`src/rtl/booth_mul_ctrl.sv`:
```
// Radix-2 Booth signed multiplier sequencer driving an external WIDTH+1 bit
// combinational adder/subtractor; one add/sub per non-trivial Booth pair.
module booth_mul_ctrl #(
   parameter int WIDTH = 16
) (
   input  logic                 clk,
   input  logic                 rst,
   input  logic                 start,
   input  logic [WIDTH-1:0]     multiplicand,
   input  logic [WIDTH-1:0]     multiplier,
   output logic                 busy,
   output logic                 done,
   output logic [2*WIDTH-1:0]   product,
   output logic [WIDTH:0]       add_a,
   output logic [WIDTH:0]       add_b,
   output logic                 add_op,
   output logic                 add_cin,
   input  logic [WIDTH:0]       add_sum,
   input  logic                 add_cout
);

   localparam int CW = $clog2(WIDTH);

   typedef enum logic [2:0] {
      IDLE  = 3'd0,
      LOAD  = 3'd1,
      ADD   = 3'd2,
      SHIFT = 3'd3,
      DONE  = 3'd4
   } state_t;

   state_t              state_r;
   logic [WIDTH:0]      a_r;
   logic [WIDTH-1:0]    q_r;
   logic                q_m1_r;
   logic [WIDTH-1:0]    m_r;
   logic [CW-1:0]       count_r;
   logic [WIDTH:0]      shift_a_s;
   logic [WIDTH-1:0]    shift_q_s;
   logic                unused_cout_s;

   assign add_a         = a_r;
   assign add_b         = {m_r[WIDTH-1], m_r};
   assign add_cin       = 1'b0;
   assign unused_cout_s = add_cout;

   // Arithmetic right shift of the {A,Q} pair, A's sign bit replicated.
   always_comb begin
      shift_a_s = {a_r[WIDTH], a_r[WIDTH:1]};
      shift_q_s = {a_r[0], q_r[WIDTH-1:1]};
   end

   // Sequencer: state, datapath registers and registered handshake outputs.
   always_ff @(posedge clk or posedge rst) begin
      if (rst) begin
         state_r <= IDLE;
         a_r     <= '0;
         q_r     <= '0;
         q_m1_r  <= 1'b0;
         m_r     <= '0;
         count_r <= '0;
         product <= '0;
         busy    <= 1'b0;
         done    <= 1'b0;
         add_op  <= 1'b0;
      end else begin
         case (state_r)
            IDLE: begin
               done <= 1'b0;
               if (start) begin
                  m_r     <= multiplicand;
                  q_r     <= multiplier;
                  a_r     <= '0;
                  q_m1_r  <= 1'b0;
                  count_r <= '0;
                  add_op  <= multiplier[0];
                  busy    <= 1'b1;
                  state_r <= LOAD;
               end else begin
                  busy    <= 1'b0;
               end
            end
            LOAD: begin
               add_op  <= q_r[0] & ~q_m1_r;
               state_r <= (q_r[0] ^ q_m1_r) ? ADD : SHIFT;
            end
            ADD: begin
               a_r     <= add_sum;
               state_r <= SHIFT;
            end
            SHIFT: begin
               a_r     <= shift_a_s;
               q_r     <= shift_q_s;
               q_m1_r  <= q_r[0];
               count_r <= count_r + CW'(1);
               // The pair after this shift is {old Q[1], old Q[0]}.
               add_op  <= q_r[1] & ~q_r[0];
               if (count_r == CW'(WIDTH - 1)) begin
                  product <= {shift_a_s[WIDTH-1:0], shift_q_s};
                  busy    <= 1'b0;
                  done    <= 1'b1;
                  state_r <= DONE;
               end else begin
                  state_r <= (q_r[1] ^ q_r[0]) ? ADD : SHIFT;
               end
            end
            DONE: begin
               done    <= 1'b0;
               busy    <= 1'b0;
               state_r <= IDLE;
            end
            default: begin
               busy    <= 1'b0;
               done    <= 1'b0;
               state_r <= IDLE;
            end
         endcase
      end
   end

endmodule

```
`config.mk`:
```
export PLATFORM = sky130hd
export DESIGN_NAME = booth_mul_ctrl
export DESIGN_NICKNAME = d
export VERILOG_FILES = /design/src/rtl/booth_mul_ctrl.sv
export SDC_FILE = /design/constraint.sdc
export NUM_CORES = 1
export LEC_CHECK = 0
export CORE_MARGIN = 10
export CORE_UTILIZATION = 45
export DETAILED_ROUTE_END_ITERATION = 7
export PLACE_DENSITY = 0.85
export SLEW_MARGIN = 20
export SYNTH_ARGS = -nofsm -noshare
export SYNTH_HDL_FRONTEND = slang
export SYNTH_SLANG_ARGS = --single-unit
```
`constraint.sdc`:
```
create_clock -name clk -period 8.4 [get_ports clk]
set_input_delay 1.68 -clock clk [delete_from_list [all_inputs] [get_ports clk]]
set_output_delay 1.68 -clock clk [all_outputs]
set_load 0.05 [all_outputs]
```
==> flow_summary_export.csv, run 1 <==
group,metric,value,unit
clock_network,cts_setup_buffers,0,
clock_network,root_buffer,"clkbuf_8",
die,core_area,8340,um^2
die,die_area,12800,um^2
clock_network,cts.htree.levels,3,
setup_path,crit_fanout,4,
global_route,first_global_vias,2920,
flow_run,cap_viol_max_count,0,
die,std_cell_rows,33,
yosys,synth.top_cell.area_share,58.9,%
route,drc,0,
setup_path,slowest_delay,0.85,ns
sta,period_needed,3.30,ns
sta,tightestPinTransition,1.07,ns
clock_network,ctsHoldBuffers,0,
route,dr.pass1.iters,4,
setup_path,cp_top_family,"buffers and inverters",
route,via_per_inst,5.18,
final_layout,areaGrowthSynthToFinish,35.6,%
setup_path,path_class,"flip-flop to output pin",
die,dieWidth,113,um
final_layout,drive_gt1_share,17.3,%
final_layout,fillers,641,
yosys,synth.cell_area,3910,um^2
sta,fin_crit_sh,39.3,%
yosys,synth_warnings,0,
sta,rsz0062_at_grt,"no",
clock_network,cts_resized,0,
setup_path,crit_required,6.72,ns
pwr,ir_drop,0.000284,V
setup_path,endpoint_kind,"output pin",
sta,clock.fmax,303,MHz
yosys,yosysSeqAreaShare,58.9,%
route,vias,2705,
final_layout,multiInputGateArea,1370,um^2
yosys,syn_avg_cell_area,13.1,um^2
die,start_util,46.8,%
die,ios,123,
setup_path,cp_cell_sequence,"clkdlybuf4s50_1",
yosys,synth.distinct_cells,36,
placed_design,dp_hpwl,6660,um
final_layout,register_area,2300,um^2
route,ant_nets,0,
setup_path,cp.arrival,1.62,ns
clock_network,clock-sinks,92,
clock_network,insertion_delay,0.34,ns
sta,tns,0,ns
setup_path,crit_buf_inv,1,
global_route,antenna_found_initial,0,
placed_design,place_congestion,0.720,
final_layout,final_util,63.5,%
pwr,p_per_area,443,nW/um^2
final_layout,num_antenna_cells,0,
route,wl_per_cell,18.1,um
global_route,grt_max_degree,65,
global_route,grt_use_total,14.5,%
status,status,"finished clean",
sta,setup_viol,0,
yosys,syn-instance-count,299,
yosys,yosysTopAreaCell,"dfrtp_1",
sta,relSlewSlack,28.8,%
die,fp.dieH,113,um
yosys,synth_fp_nets,355,
pwr,leakage,2.29,nW
sta,maxSlewViolCount,0,
yosys,synthTopCellsByArea,"dfrtp_1 (59%), mux2_2 (14%), mux2i_1 (4.6%), a22oi_1 (3.1%), o21ai_0 (2.0%)",
setup_path,cpMaxStageDelayCell,"clkdlybuf4s50_1",
sta,fin_worst_skew,0.0104,ns
hold_path,hold_path_class,"flip-flop to flip-flop",
setup_path,critical_path.startpoint_type,"flip-flop",
sta,hold_viol_final,0,
global_route,grt_overflow,0,
clock_network,clk_pin_slew_worst_paths,0.09,ns
yosys,yosys_register_bits,92,
clock_network,clock_path_buffers,2,
clock_network,cts_buffers,9,
clock_network,cts_tree,"built",
global_route,grt_pass1_wl,15300,um
route,wirelength,9440,um
route,drt_iter0_markers,147,
placed_design,io_buffers,120,
final_layout,nNetsFinal,468,
==> path summary, 6_finish.rpt <==
kind,start,to,slack (ns),depth (start not counted)
max,add_a[9],add_a[9],5.10,1
min,done,done,0.48,1
max reg2reg,state_r[0],count_r[0],6.15,3
min reg2reg,done,done,0.48,1
max in group asynchronous,rst,m_r[12],5.58,3
min in group asynchronous,rst,m_r[5],1.67,2
==> where the power goes <==
part           internal, W  switching (W)
clock             0.000147       0.000148
combinational     0.000459       0.000810
sequential        0.000634       0.000147
==> per-layer routing <==
metal  global-route usage [%]  part of all wire (%)
met1                     16.3                    41
met2                     24.5                    50
met3                     6.29                   8.6
met4                     3.81                  0.72
met5                        0                     0
==> kinds of logic after synthesis <==
kind of cell | synth area share, %
adders and majority gates | 0.961
muxes | 19.0
buffers and inverters | 6.18
and+or+nand+nor | 5.12
xor gates and xnor gates | 0.224
DFF | 58.9
other | 0.0960
AOI/OAI and AO/OA | 9.45
==> sequential cells by signal, indices dropped and copies added, names as in the netlist <==
register	count
product	32
add_a	17
m_r	16
q_r	16
count_r	4
state_r	3
add_op	1
busy	1
done	1
q_m1_r	1
==> placed cells by master, fill, tap and decap left out, types with 2 or more instances in the layout <==
cell,Yosys,layout
a21o_1,2,2
a22o_1,3,3
a22oi_1,16,16
buf_4,6,2
clkbuf_1,2,3
clkbuf_8,0,10
clkdlybuf4s50_1,0,120
dfrtp_1,92,92
ha_1,3,3
inv_1,20,19
mux2_2,50,50
mux2i_1,18,18
nand2_1,20,20
nand2b_1,2,2
nand3_1,3,3
o21ai_0,16,16
o21ai_1,16,16
==> cells in the mapped netlist <==
cell	n
a211oi_1	1
xnor2_1	1
and3b_1	1
buf_12	2
nand2b_1	2
nor4b_4	1
a21oi_1	2
nor2_4	1
nor2b_1	1
nand3_1	3
inv_1	20
nand2_1	20
clkbuf_1	2
a22o_1	3
nor3_1	1
o21bai_1	1
and3_1	1
buf_4	6
ha_1	3
dfrtp_1	92
nand3b_4	1
o21ai_1	16
o31ai_1	1
a31oi_1	1
nor2_1	1
o21ai_0	16
a311oi_1	1
mux2_2	50
nor3b_2	1
conb_1	1
a22oi_1	16
buf_6	4
buf_1	1
a21o_1	2
mux2i_1	18
buf_2	5
==> final cells by class <==
class                           count  area share [%]
Clock buffer                       13            2.81
Clock inverter                      3           0.874
Inverter                           20            1.46
Multi-Input combinational cell    167            25.9
Sequential cell                    92            43.5
Tap cell                          105            2.48
Timing Repair Buffer              122            23.0
==> stage by stage <==
| stage | std cells | power [W] | worst slack [ns] | hold WS [ns] | area (um^2) |
|---|---|---|---|---|---|
| global route | 522 | 0.00248 | 5.04 | 0.521 | 5300 |
| CTS | 522 | 0.00237 | 5.09 | 0.490 | 5290 |
| detailed placement | 506 | 0.00207 | 4.84 | 0.469 | 5090 |
| floorplan | 299 | 0.00165 | 4.33 | 0.466 | 3910 |
| global placement | 506 | 0.00202 | 4.90 | 0.462 | 5090 |
| finish | 522 | 0.00235 | 5.10 | 0.482 | 5300 |
(Power assumes the default switching activity.)
==> run 2, diff against run 1 <==
Settings changed: CORE_UTILIZATION 45 to 42, PLACE_DENSITY 0.85 to 0.83.
Clock period 8.4 ns to 2.9 ns, I/O delays scaled along.
==> flow_summary_export.csv, run 2 (synthesized netlist as in run 1, its figures left out) <==
group,metric,value,unit
final_layout,final_common_cell,"clkdlybuf4s50_1",
pwr,seq_power_share,33.1,%
setup_path,slowest_delay,0.86,ns
clock_network,cts_tree,"built",
pwr,p_total,0.00684,W
sta,setup_viol,0,
setup_path,critical_path.startpoint_type,"flip-flop",
final_layout,areaGrowthSynthToFinish,37.3,%
route,drt_iter0_markers,121,
pwr,power.switching,0.00321,W
die,ios,123,
clock_network,cts_resized,0,
setup_path,rrSetupSlack,0.81,ns
global_route,antenna_found_initial,0,
die,core_area,9150,um^2
flow_run,cap_viol_max_count,0,
setup_path,crit_buf_inv,1,
setup_path,cp_top_family,"buffers and inverters",
final_layout,top_register,"product",
route,ant_nets,0,
placed_design,place_inst,517,
die,dieWidth,116,um
final_layout,fillers,744,
sta,setup_slack,0.680,ns
route,vias,2691,
route,wirelength,9190,um
clock_network,cts_setup_buffers,0,
final_layout,largest_reg_flops,32,
setup_path,cpMaxStageDelayCell,"clkdlybuf4s50_1",
die,die_area,13600,um^2
pwr,pwr-share-comb,53.8,%
setup_path,rr_worst_depth,5,
final_layout,multiInputGateArea,1360,um^2
global_route,first_global_vias,2910,
sta,period_needed,2.22,ns
sta,tns,0,ns
sta,tightestPinTransition,0.546,ns
pwr,swShare,46.9,%
pwr,p_per_area,1280,nW/um^2
sta,fin_crit_sh,76.5,%
global_route,grt_max_degree,93,
clock_network,clock_path_buffers,2,
sta,clock.fmax,450,MHz
clock_network,cts.htree.levels,3,
pwr,pwr-share-clk,13.2,%
pwr,ir_drop,0.000859,V
die,fp.dieH,116,um
route,wl_per_cell,17.2,um
clock_network,clk_pin_slew_worst_paths,0.08,ns
clock_network,insertion_delay,0.35,ns
clock_network,clock-sinks,92,
final_layout,register_area,2300,um^2
setup_path,path_class,"flip-flop to output pin",
placed_design,post_dp_cell_area,5150,um^2
global_route,grt_use_total,13.7,%
setup_path,crit_required,2.32,ns
setup_path,cp.arrival,1.64,ns
pwr,leakage,2.33,nW
setup_path,endpoint_kind,"output pin",
setup_path,crit_fanout,4,
placed_design,io_buffers,120,
sta,maxSlewViolCount,0,
final_layout,nNetsFinal,473,
hold_path,hold_path_class,"flip-flop to flip-flop",
clock_network,ctsHoldBuffers,0,
placed_design,dp_hpwl,6480,um
pwr,cellInternalPower,0.00363,W
hold_path,hold_path_end,"m_r[1]",
hold_path,hold_path_depth,1,
route,drc,0,
global_route,grt_pass1_wl,14800,um
die,start_util,42.7,%
final_layout,mostFrequentLayoutCells,"clkdlybuf4s50_1 (120), dfrtp_1 (92), mux2_2 (50), nand2_1 (20), inv_1 (19)",
setup_path,r2r-end,"product[19]",
final_layout,finalNonFillerCells,533,
final_layout,drive_gt1_share,18.7,%
final_layout,design_area,5360,um^2
clock_network,root_buffer,"clkbuf_8",
status,status,"finished clean",
setup_path,r2r_start,"count_r[0]",
sta,hold_viol_final,0,
sta,relSlewSlack,63.5,%
global_route,grt_overflow,0,
sta,rsz0062_at_grt,"no",
route,dr.pass1.iters,4,
die,std_cell_rows,35,
clock_network,cts_buffers,9,
setup_path,critPathLaunch,"add_a[16]",
placed_design,dp_slack,0.638,ns
final_layout,num_antenna_cells,0,
sta,fin_worst_skew,0.0142,ns
setup_path,cp_cell_sequence,"clkdlybuf4s50_1",
route,via_per_inst,5.05,
placed_design,place_congestion,0.722,
hold_path,hp-start,"m_r[1]",
## run 2: worst max path at each step
stage,endpoint,slack (ns),depth (start not counted)
global route,add_a[16],0.60,1
CTS,add_a[16],0.66,1
global placement,count_r[0],0.68,5
floorplan,add_a[0],1.24,1
detailed placement,count_r[0],0.64,5
finish,add_a[16],0.68,1
## run 2: per-stage QoR
step / hold slack, ns / util (%)
floorplan: 0.466 / -
global placement: 0.462 / 56.3
detailed placement: 0.487 / 56.3
CTS: 0.512 / 58.6
global route: 0.522 / 58.6
finish: 0.509 / 58.6
## run 2: cell type report
| class | count | share of cell area [%] |
|---|---|---|
| clock buffer | 11 | 2.82 |
| clock inverter | 5 | 1.12 |
| inverter | 20 | 1.47 |
| multi-input combinational | 167 | 25.4 |
| sequential | 92 | 42.9 |
| tap | 111 | 2.59 |
| timing repair buffer | 127 | 23.6 |
## run 2: power by group through the flow
| stage | Clock, W | Sequential (W) | Combinational, W |
|---|---|---|---|
| after CTS | 0.000931 | 0.00227 | 0.00373 |
| after floorplan | 0 | 0.00359 | 0.00118 |
| after global routing | 0.000983 | 0.00235 | 0.00389 |
| final | 0.000902 | 0.00226 | 0.00368 |
| after detailed placement | 0 | 0.00229 | 0.00372 |
| after global placement | 0 | 0.00224 | 0.00365 |
## run 2: routing by layer
metal / vias to the layer above / GRT usage [%] / share of wire [%]
li1: 1269 / - / -
met1: 1316 / 15.9 / 42
met2: 95 / 22.5 / 48
met3: 11 / 5.14 / 9.0
met4: 0 / 5.17 / 1.2
met5: - / 0 / 0
==> run 3, diff against run 2 <==
Settings changed: CORE_UTILIZATION 42 to 45, PLACE_DENSITY 0.83 to 0.85.
Clock period 2.9 ns to 2.25 ns, I/O delays scaled along.
==> flow_summary_export.csv, run 3 (synthesized netlist as in run 1, its figures left out) <==
group,metric,value,unit
status,status,"finished clean",
sta,hold_viol_final,0,
clock_network,ctsHoldBuffers,0,
sta,tightestPinTransition,0.550,ns
final_layout,mostFrequentLayoutCells,"clkdlybuf4s50_1 (120), dfrtp_1 (92), mux2_2 (50), nand2_1 (20), inv_1 (19)",
final_layout,fillers,617,
clock_network,cts_tree,"built",
setup_path,slowest_delay,0.84,ns
global_route,grt_pass1_wl,15800,um
placed_design,dp_hpwl,6840,um
global_route,antenna_found_initial,0,
die,std_cell_rows,33,
route,ant_nets,0,
route,wl_per_cell,17.5,um
setup_path,cp.arrival,1.61,ns
clock_network,clock_path_buffers,2,
global_route,grt_max_degree,37,
clock_network,cts_resized,0,
sta,fin_worst_skew,0.0174,ns
clock_network,insertion_delay,0.35,ns
sta,relSlewSlack,63.2,%
setup_path,r2r_start,"count_r[0]",
final_layout,final_common_cell,"clkdlybuf4s50_1",
hold_path,hold_path_class,"input port to asynchronous set/reset pin",
final_layout,register_area,2300,um^2
setup_path,r2r-end,"product[0]",
setup_path,rr_worst_depth,5,
sta,rsz0062_at_grt,"no",
final_layout,design_area,5380,um^2
placed_design,io_buffers,120,
setup_path,path_class,"flip-flop to output pin",
die,fp.dieH,113,um
sta,setup_viol,0,
setup_path,cpMaxStageDelayCell,"clkdlybuf4s50_1",
setup_path,crit_fanout,4,
die,start_util,46.8,%
clock_network,cts.htree.levels,3,
setup_path,cp_top_family,"buffers and inverters",
flow_run,cap_viol_max_count,0,
clock_network,clock-sinks,92,
final_layout,num_antenna_cells,0,
final_layout,largest_reg_flops,32,
sta,period_needed,2.06,ns
setup_path,endpoint,"add_a[0]",
setup_path,crit_buf_inv,1,
final_layout,areaGrowthSynthToFinish,37.8,%
final_layout,top_register,"product",
final_layout,drive_gt1_share,18.8,%
die,ios,123,
global_route,first_global_vias,2983,
global_route,grt_overflow,0,
pwr,leakage,2.33,nW
die,dieWidth,113,um
clock_network,cts_setup_buffers,0,
route,drt_iter0_markers,109,
die,core_area,8340,um^2
final_layout,nNetsFinal,476,
global_route,grt_use_total,14.9,%
setup_path,crit_required,1.80,ns
clock_network,clk_pin_slew_worst_paths,0.09,ns
sta,clock.fmax,484,MHz
setup_path,cp_cell_sequence,"clkdlybuf4s50_1",
route,dr.pass1.iters,4,
setup_path,crit_cells,1,
die,die_area,12800,um^2
clock_network,root_buffer,"clkbuf_8",
setup_path,critPathLaunch,"add_a[0]",
sta,maxSlewViolCount,0,
setup_path,critical_path.startpoint_type,"flip-flop",
route,wirelength,9290,um
pwr,p_per_area,1630,nW/um^2
pwr,ir_drop,0.000914,V
route,vias,2746,
placed_design,post_dp_cell_area,5190,um^2
sta,tns,0,ns
route,drc,0,
placed_design,place_congestion,0.709,
clock_network,cts_buffers,9,
route,via_per_inst,5.18,
setup_path,endpoint_kind,"output pin",
setup_path,rrSetupSlack,0.47,ns
final_layout,multiInputGateArea,1360,um^2
sta,fin_crit_sh,91.7,%
[run 3: metrics by stage]
| stage | hold WS (ns) | util, % | std cells | setup WS (ns) | total power (W) |
|---|---|---|---|---|---|
| global route | 0.510 | 64.5 | 530 | 0.117 | 0.00933 |
| finish | 0.487 | 64.5 | 530 | 0.186 | 0.00879 |
| floorplan | 0.466 | - | 299 | 0.722 | 0.00615 |
| CTS | 0.493 | 64.5 | 530 | 0.128 | 0.00889 |
| global placement | 0.461 | 62.2 | 514 | 0.239 | 0.00763 |
| detailed placement | 0.469 | 62.2 | 514 | 0.200 | 0.00777 |
[run 3: final cells by class]
cell class | instances | share of cell area [%]
Sequential cell | 92 | 42.8
Multi-Input combinational cell | 167 | 25.3
Timing Repair Buffer | 130 | 24.4
Clock buffer | 11 | 2.44
Tap cell | 105 | 2.44
Inverter | 20 | 1.46
Clock inverter | 5 | 1.14
[run 3: how the worst min path moves through the flow]
stage	slack, ns	endpoint	cells after the start
2_1_floorplan	0.47	q_m1_r	1
3_3_place_gp	0.46	done	1
3_5_place_dp	0.47	done	1
4_1_cts	0.49	m_r[8]	2
5_1_grt	0.51	m_r[8]	2
6_report	0.49	product[14]	2
[run 3: where the power goes]
part	switching [W]	total, W	internal [W]
Sequential	0.000538	0.00290	0.00237
Clock	0.000586	0.00111	0.000519
Combinational	0.00302	0.00479	0.00177
[run 3: routing by layer]
layer  global-route usage [%]  up-vias  wire length [um]
met1                     17.1     1368              3790
li1                         -     1283                 -
met3                     7.08        8               934
met2                     24.0       87              4470
met4                     4.31        0                89
met5                        0        -                 0
